==> src/rtl/stopwatch_pkg.sv <==
// rtl/stopwatch_pkg.sv - shared state encoding and BCD constants for the stopwatch controller
package stopwatch_pkg;

  typedef enum logic [1:0] {
    ST_IDLE  = 2'd0,
    ST_RUN   = 2'd1,
    ST_PAUSE = 2'd2
  } state_t;

  localparam logic [3:0] BCD_MAX    = 4'd9;
  localparam int         NUM_DIGITS = 4;

endpackage

==> src/rtl/btn_debounce.sv <==
// rtl/btn_debounce.sv - 2-FF synchronizer, level debouncer and one-cycle press pulse
module btn_debounce #(
  parameter int DEB_CYCLES = 1000000
) (
  input  logic clk,
  input  logic rst,
  input  logic i_btn,
  output logic o_pulse
);

  localparam int CW = $clog2(DEB_CYCLES + 1);

  logic          r_sync1;
  logic          r_sync2;
  logic          r_level;
  logic          r_level_d;
  logic          r_pulse;
  logic [CW-1:0] r_cnt;

  always_ff @(posedge clk) begin
    if (rst) begin
      r_sync1   <= 1'b0;
      r_sync2   <= 1'b0;
      r_level   <= 1'b0;
      r_level_d <= 1'b0;
      r_pulse   <= 1'b0;
      r_cnt     <= '0;
    end else begin
      r_sync1   <= i_btn;
      r_sync2   <= r_sync1;
      r_level_d <= r_level;
      r_pulse   <= r_level & ~r_level_d;
      // Any sample agreeing with the accepted level restarts the stability run.
      if (r_sync2 != r_level) begin
        if (r_cnt == CW'(DEB_CYCLES - 1)) begin
          r_level <= r_sync2;
          r_cnt   <= '0;
        end else begin
          r_cnt <= r_cnt + CW'(1);
        end
      end else begin
        r_cnt <= '0;
      end
    end
  end

  assign o_pulse = r_pulse;

endmodule

==> src/rtl/stopwatch_ctrl.sv <==
// rtl/stopwatch_ctrl.sv - run/pause/clear sequencer, BCD up/down counter and display scan
module stopwatch_ctrl
  import stopwatch_pkg::*;
#(
  parameter int TICK_DIV   = 50000000,
  parameter int SCAN_DIV   = 100000,
  parameter int DEB_CYCLES = 1000000
) (
  input  logic        clk,
  input  logic        rst,
  input  logic        btn_start,
  input  logic        btn_clear,
  input  logic        up_down,
  output logic [15:0] digits,
  output logic [3:0]  an,
  output logic [3:0]  digit_sel,
  output logic        rc,
  output logic        running
);

  localparam int PW = $clog2(TICK_DIV);
  localparam int SW = $clog2(SCAN_DIV + 1);

  logic          w_start_pulse;
  logic          w_clear_pulse;
  logic          w_tick;
  logic          w_carry;
  logic [15:0]   w_next_digits;

  state_t        r_state;
  logic          r_running;
  logic [PW-1:0] r_presc;
  logic [15:0]   r_digits;
  logic          r_rc;
  logic [SW-1:0] r_scan_cnt;
  logic [1:0]    r_idx;
  logic [3:0]    r_an;
  logic [3:0]    r_digit_sel;

  btn_debounce #(.DEB_CYCLES(DEB_CYCLES)) u_deb_start (
    .clk     (clk),
    .rst     (rst),
    .i_btn   (btn_start),
    .o_pulse (w_start_pulse)
  );

  btn_debounce #(.DEB_CYCLES(DEB_CYCLES)) u_deb_clear (
    .clk     (clk),
    .rst     (rst),
    .i_btn   (btn_clear),
    .o_pulse (w_clear_pulse)
  );

  assign w_tick = (r_state == ST_RUN) && (r_presc == PW'(TICK_DIV - 1));

  // Ripple carry/borrow through the digits; a carry out of digit3 is the wrap.
  always_comb begin
    w_next_digits = r_digits;
    w_carry       = 1'b1;
    for (int i = 0; i < NUM_DIGITS; i++) begin
      if (w_carry) begin
        if (up_down) begin
          if (r_digits[4*i +: 4] >= BCD_MAX) begin
            w_next_digits[4*i +: 4] = 4'd0;
          end else begin
            w_next_digits[4*i +: 4] = r_digits[4*i +: 4] + 4'd1;
            w_carry = 1'b0;
          end
        end else begin
          if (r_digits[4*i +: 4] == 4'd0) begin
            w_next_digits[4*i +: 4] = BCD_MAX;
          end else begin
            w_next_digits[4*i +: 4] = r_digits[4*i +: 4] - 4'd1;
            w_carry = 1'b0;
          end
        end
      end
    end
  end

  always_ff @(posedge clk) begin
    if (rst) begin
      r_state   <= ST_IDLE;
      r_running <= 1'b0;
      r_presc   <= '0;
      r_digits  <= '0;
      r_rc      <= 1'b0;
    end else if (w_clear_pulse) begin
      r_state   <= ST_IDLE;
      r_running <= 1'b0;
      r_presc   <= '0;
      r_digits  <= '0;
      r_rc      <= 1'b0;
    end else begin
      r_rc <= w_tick & w_carry;
      if (w_tick) begin
        r_digits <= w_next_digits;
      end
      // Prescaler only advances in RUN, so PAUSE keeps the tick phase.
      if (r_state == ST_RUN) begin
        r_presc <= w_tick ? '0 : r_presc + PW'(1);
      end
      if (w_start_pulse) begin
        case (r_state)
          ST_IDLE, ST_PAUSE: begin
            r_state   <= ST_RUN;
            r_running <= 1'b1;
          end
          ST_RUN: begin
            r_state   <= ST_PAUSE;
            r_running <= 1'b0;
          end
          default: begin
            r_state   <= ST_IDLE;
            r_running <= 1'b0;
          end
        endcase
      end
    end
  end

  always_ff @(posedge clk) begin
    if (rst) begin
      r_scan_cnt  <= '0;
      r_idx       <= 2'd0;
      r_an        <= 4'b1110;
      r_digit_sel <= 4'd0;
    end else begin
      r_an        <= ~(4'b0001 << r_idx);
      r_digit_sel <= r_digits[{r_idx, 2'b00} +: 4];
      if (r_scan_cnt == SW'(SCAN_DIV - 1)) begin
        r_scan_cnt <= '0;
        r_idx      <= r_idx + 2'd1;
      end else begin
        r_scan_cnt <= r_scan_cnt + SW'(1);
      end
    end
  end

  assign digits    = r_digits;
  assign an        = r_an;
  assign digit_sel = r_digit_sel;
  assign rc        = r_rc;
  assign running   = r_running;

endmodule

==> config.mk <==
export PLATFORM = sky130hd
export DESIGN_NAME = stopwatch_ctrl
export DESIGN_NICKNAME = d
export VERILOG_FILES = /design/src/rtl/stopwatch_pkg.sv /design/src/rtl/btn_debounce.sv /design/src/rtl/stopwatch_ctrl.sv
export SDC_FILE = /design/constraint.sdc
export NUM_CORES = 1
export LEC_CHECK = 0
export ABC_AREA = 0
export CAP_MARGIN = 10
export CORE_MARGIN = 4
export CORE_UTILIZATION = 40
export CTS_CLUSTER_DIAMETER = 50
export DETAILED_ROUTE_END_ITERATION = 10
export PLACE_DENSITY = 0.67
export SLEW_MARGIN = 25
export SYNTH_ARGS = -nofsm -noshare
export SYNTH_HDL_FRONTEND = slang
export SYNTH_SLANG_ARGS = --single-unit
==> constraint.sdc <==
create_clock -name clk -period 3.8 [get_ports clk]
set_input_delay 0.76 -clock clk [delete_from_list [all_inputs] [get_ports clk]]
set_output_delay 0.76 -clock clk [all_outputs]
set_load 0.005 [all_outputs]
==> impl_metrics.yaml <==
run_status:
  run_status: "completed"
synth:
  synth_flop_cell: "dfxtp_1"
  ys_types: 58
  synthCells: 678
  synth-edff-count: 0
  syn-cell-area_um2: 5900
  synth_area_per_cell_um2: 8.71
  ys_async_sr_fraction_pct: 0
  syn_nets: 707
  synth-seq-cells: 123
  synth_seq_area_share_pct: 41.7
  ys.warnings.count: 0
run:
  max_cap_viol_count: 0
grt:
  grt_pass1_wl_um: 21000
  gr-total-overflow: 0
  first_global_vias: 4610
  grt_use_total_pct: 15.4
  antenna_found_initial: 0
  grt_max_degree: 24
cells_and_area:
  final_core_util_pct: 48.1
  multi_input_area_um2: 3260
  mostFrequentLayoutCell: "dfxtp_1"
  finalNonFillerCells: 902
  fillers: 1343
  nNetsFinal: 734
  syn2layout_area_growth_pct: 17.9
  diodes: 0
  mostFrequentLayoutCells: "dfxtp_1 (123), nor2_1 (114), nand2_1 (41)"
  drive_above_1_share_pct: 7.52
  regArea_um2: 2460
worst_setup_path:
  cp.arrival_ns: 3.05
  cp.required_ns: 4.15
  cp-start-kind: "input port"
  path_class: "in -> reg"
  crit_path_max_fanout: 20
  reg2reg_slack_ns: 1.27
  cp-end-kind: "register"
clocking:
  post_cts_buffers: 0
  cts_made_buffers: 17
  insertion_delay_ns: 0.42
  h-tree-depth: 4
  cts_resized: 0
  cts-hold-fix-buffers: 0
  clock-sinks: 123
  clkTransAtPathRegs_ns: 0.06
  cts_tree: "yes"
  clock_path_buffers: 2
  cts_root_buffer: "clkbuf_16"
route:
  drt_wl_total_um: 12300
  vias_per_cell: 5.29
  drtAntennaViolNets: 0
  first_iter_violations: 335
  drc_errors: 0
  wl_per_cell_um: 13.6
  first_pass_iters: 7
  via_count: 4775
floorplan:
  die_area_um2: 16800
  start_util_pct: 40.8
  placeableCoreArea_um2: 14500
  num_rows: 44
  die_h_um: 129
  dieWidth_um: 129
  ios: 31
placed_design:
  routabilityCongestion: 0.836
  portBuffers: 30
  dpl.hpwl_um: 8460
  pre_cts_slack_ns: 0.703
  placedCellCount: 870
power:
  ir_worst_vdd_v: 0.000310
  power_uw: 2950
  p_leak_uw: 0.00234
  powerDensity_nw_per_um2: 424
sta:
  rsz0062_at_grt: "false"
  slew_violations: 0
  tns_ns: 0
  worstMarginPinSlew_ns: 0.813
  post-route-period-util_pct: 71.1
  setup_viol: 0
  fmax_ghz: 0.370
  clock_skew_ns: 0.00904
  relSlewSlack_pct: 45.3
  finalHoldViolCount: 0
  min_period_ns: 2.70
  setup_ws_ns: 1.10
hold_path:
  hold_class: "reg -> reg"
==> metal layers <==
layer	GRT usage, %	wire length (um)
met5	0	0
met4	7.40	257
met3	4.25	484
met2	24.5	5800
met1	19.3	5770
==> area by class of cell <==
type / instances / area share (%)
clock inverters: 15 / 2.41
multi-input cells: 507 / 46.9
repair buffers: 34 / 4.74
well taps: 184 / 3.31
clock buffers: 17 / 6.11
inverters: 22 / 1.19
flip-flops and latches: 123 / 35.4
==> cells in the mapped netlist (2+ instances only) <==
master,instances,area [um2]
a211oi_1,5,37.5
a21oi_1,24,120
a311o_1,2,20.0
a311oi_1,3,26.3
a31oi_1,4,25.0
and2_1,2,12.5
and3_1,14,87.6
and4_1,2,17.5
buf_2,4,20.0
clkbuf_1,21,78.8
dfxtp_1,123,2460
ha_1,24,300
inv_1,22,82.6
mux2i_1,6,60.1
mux4_2,4,90.1
nand2_1,41,154
nand2b_1,9,56.3
nand3_1,38,190
nand4_1,18,113
nand4b_1,4,35.0
nor2_1,114,428
nor2b_1,15,93.8
nor3_1,11,55.1
nor3b_1,5,37.5
nor4_1,17,106
nor4b_1,2,17.5
nor4bb_1,2,20.0
o2111ai_1,2,17.5
o211ai_1,2,15.0
o21ai_0,18,90.1
o22ai_1,3,18.8
o31ai_1,3,22.5
or3_1,8,50.1
or3b_2,5,43.8
or4_1,2,15.0
xnor2_1,39,342
xor2_1,39,342
==> logic make-up (layout without fill, tap and decap cells) <==
logic type      after synthesis  count (layout)  synth area share (%)
flops                       123             123                  41.7
simple gates                319             319                  27.9
fa+ha+maj                    24              24                  5.09
compound gates               76              76                  8.05
buf+inv                      48              88                  3.14
mux                          10              10                  2.54
xor+xnor                     78              78                  11.6
==> worst max-delay path, cell delays in order <==
cell and delay [ns]:
clkdlybuf4s50_1 0.75, buf_4 0.32, a31oi_1 0.14, or4_1 0.57, or3_1 0.39, a21oi_1 0.12
==> registers in the layout (all words and copies together) (netlist names), 2 cells and up <==
signal,count
u_deb_clear.r_cnt,20
r_idx,2
r_state,2
an,4
digit_sel,4
digits,16
u_deb_start.r_cnt,20
r_scan_cnt,17
r_presc,26
==> power by group <==
group,total (uW),leakage [uW],switching (uW),internal (uW)
logic,50.6,0.00108,34.5,16.1
clock network,1600,0.000273,630,974
registers,1300,0.000992,3.56,1300
==> worst paths after layout <==
path / start / to / cells after the start
min: u_deb_start.r_level_d$_SDFF_PP0_ / u_deb_start.o_pulse$_SDFF_PP0_ / 1
min reg2reg: u_deb_start.r_level_d$_SDFF_PP0_ / u_deb_start.o_pulse$_SDFF_PP0_ / 1
max: up_down / digits[13]$_SDFFE_PP0P_ / 6
max reg2reg: digits[0]$_SDFFE_PP0P_ / digits[13]$_SDFFE_PP0P_ / 7
==> metrics by stage <==
stage	cell area, um2	hold WS (ns)
after global placement	6360	0.377
after global routing	6960	0.389
after floorplan	5900	0.367
final	6960	0.379
after CTS	6960	0.379
after detailed placement	6360	0.375
(Power assumes the default switching activity.)
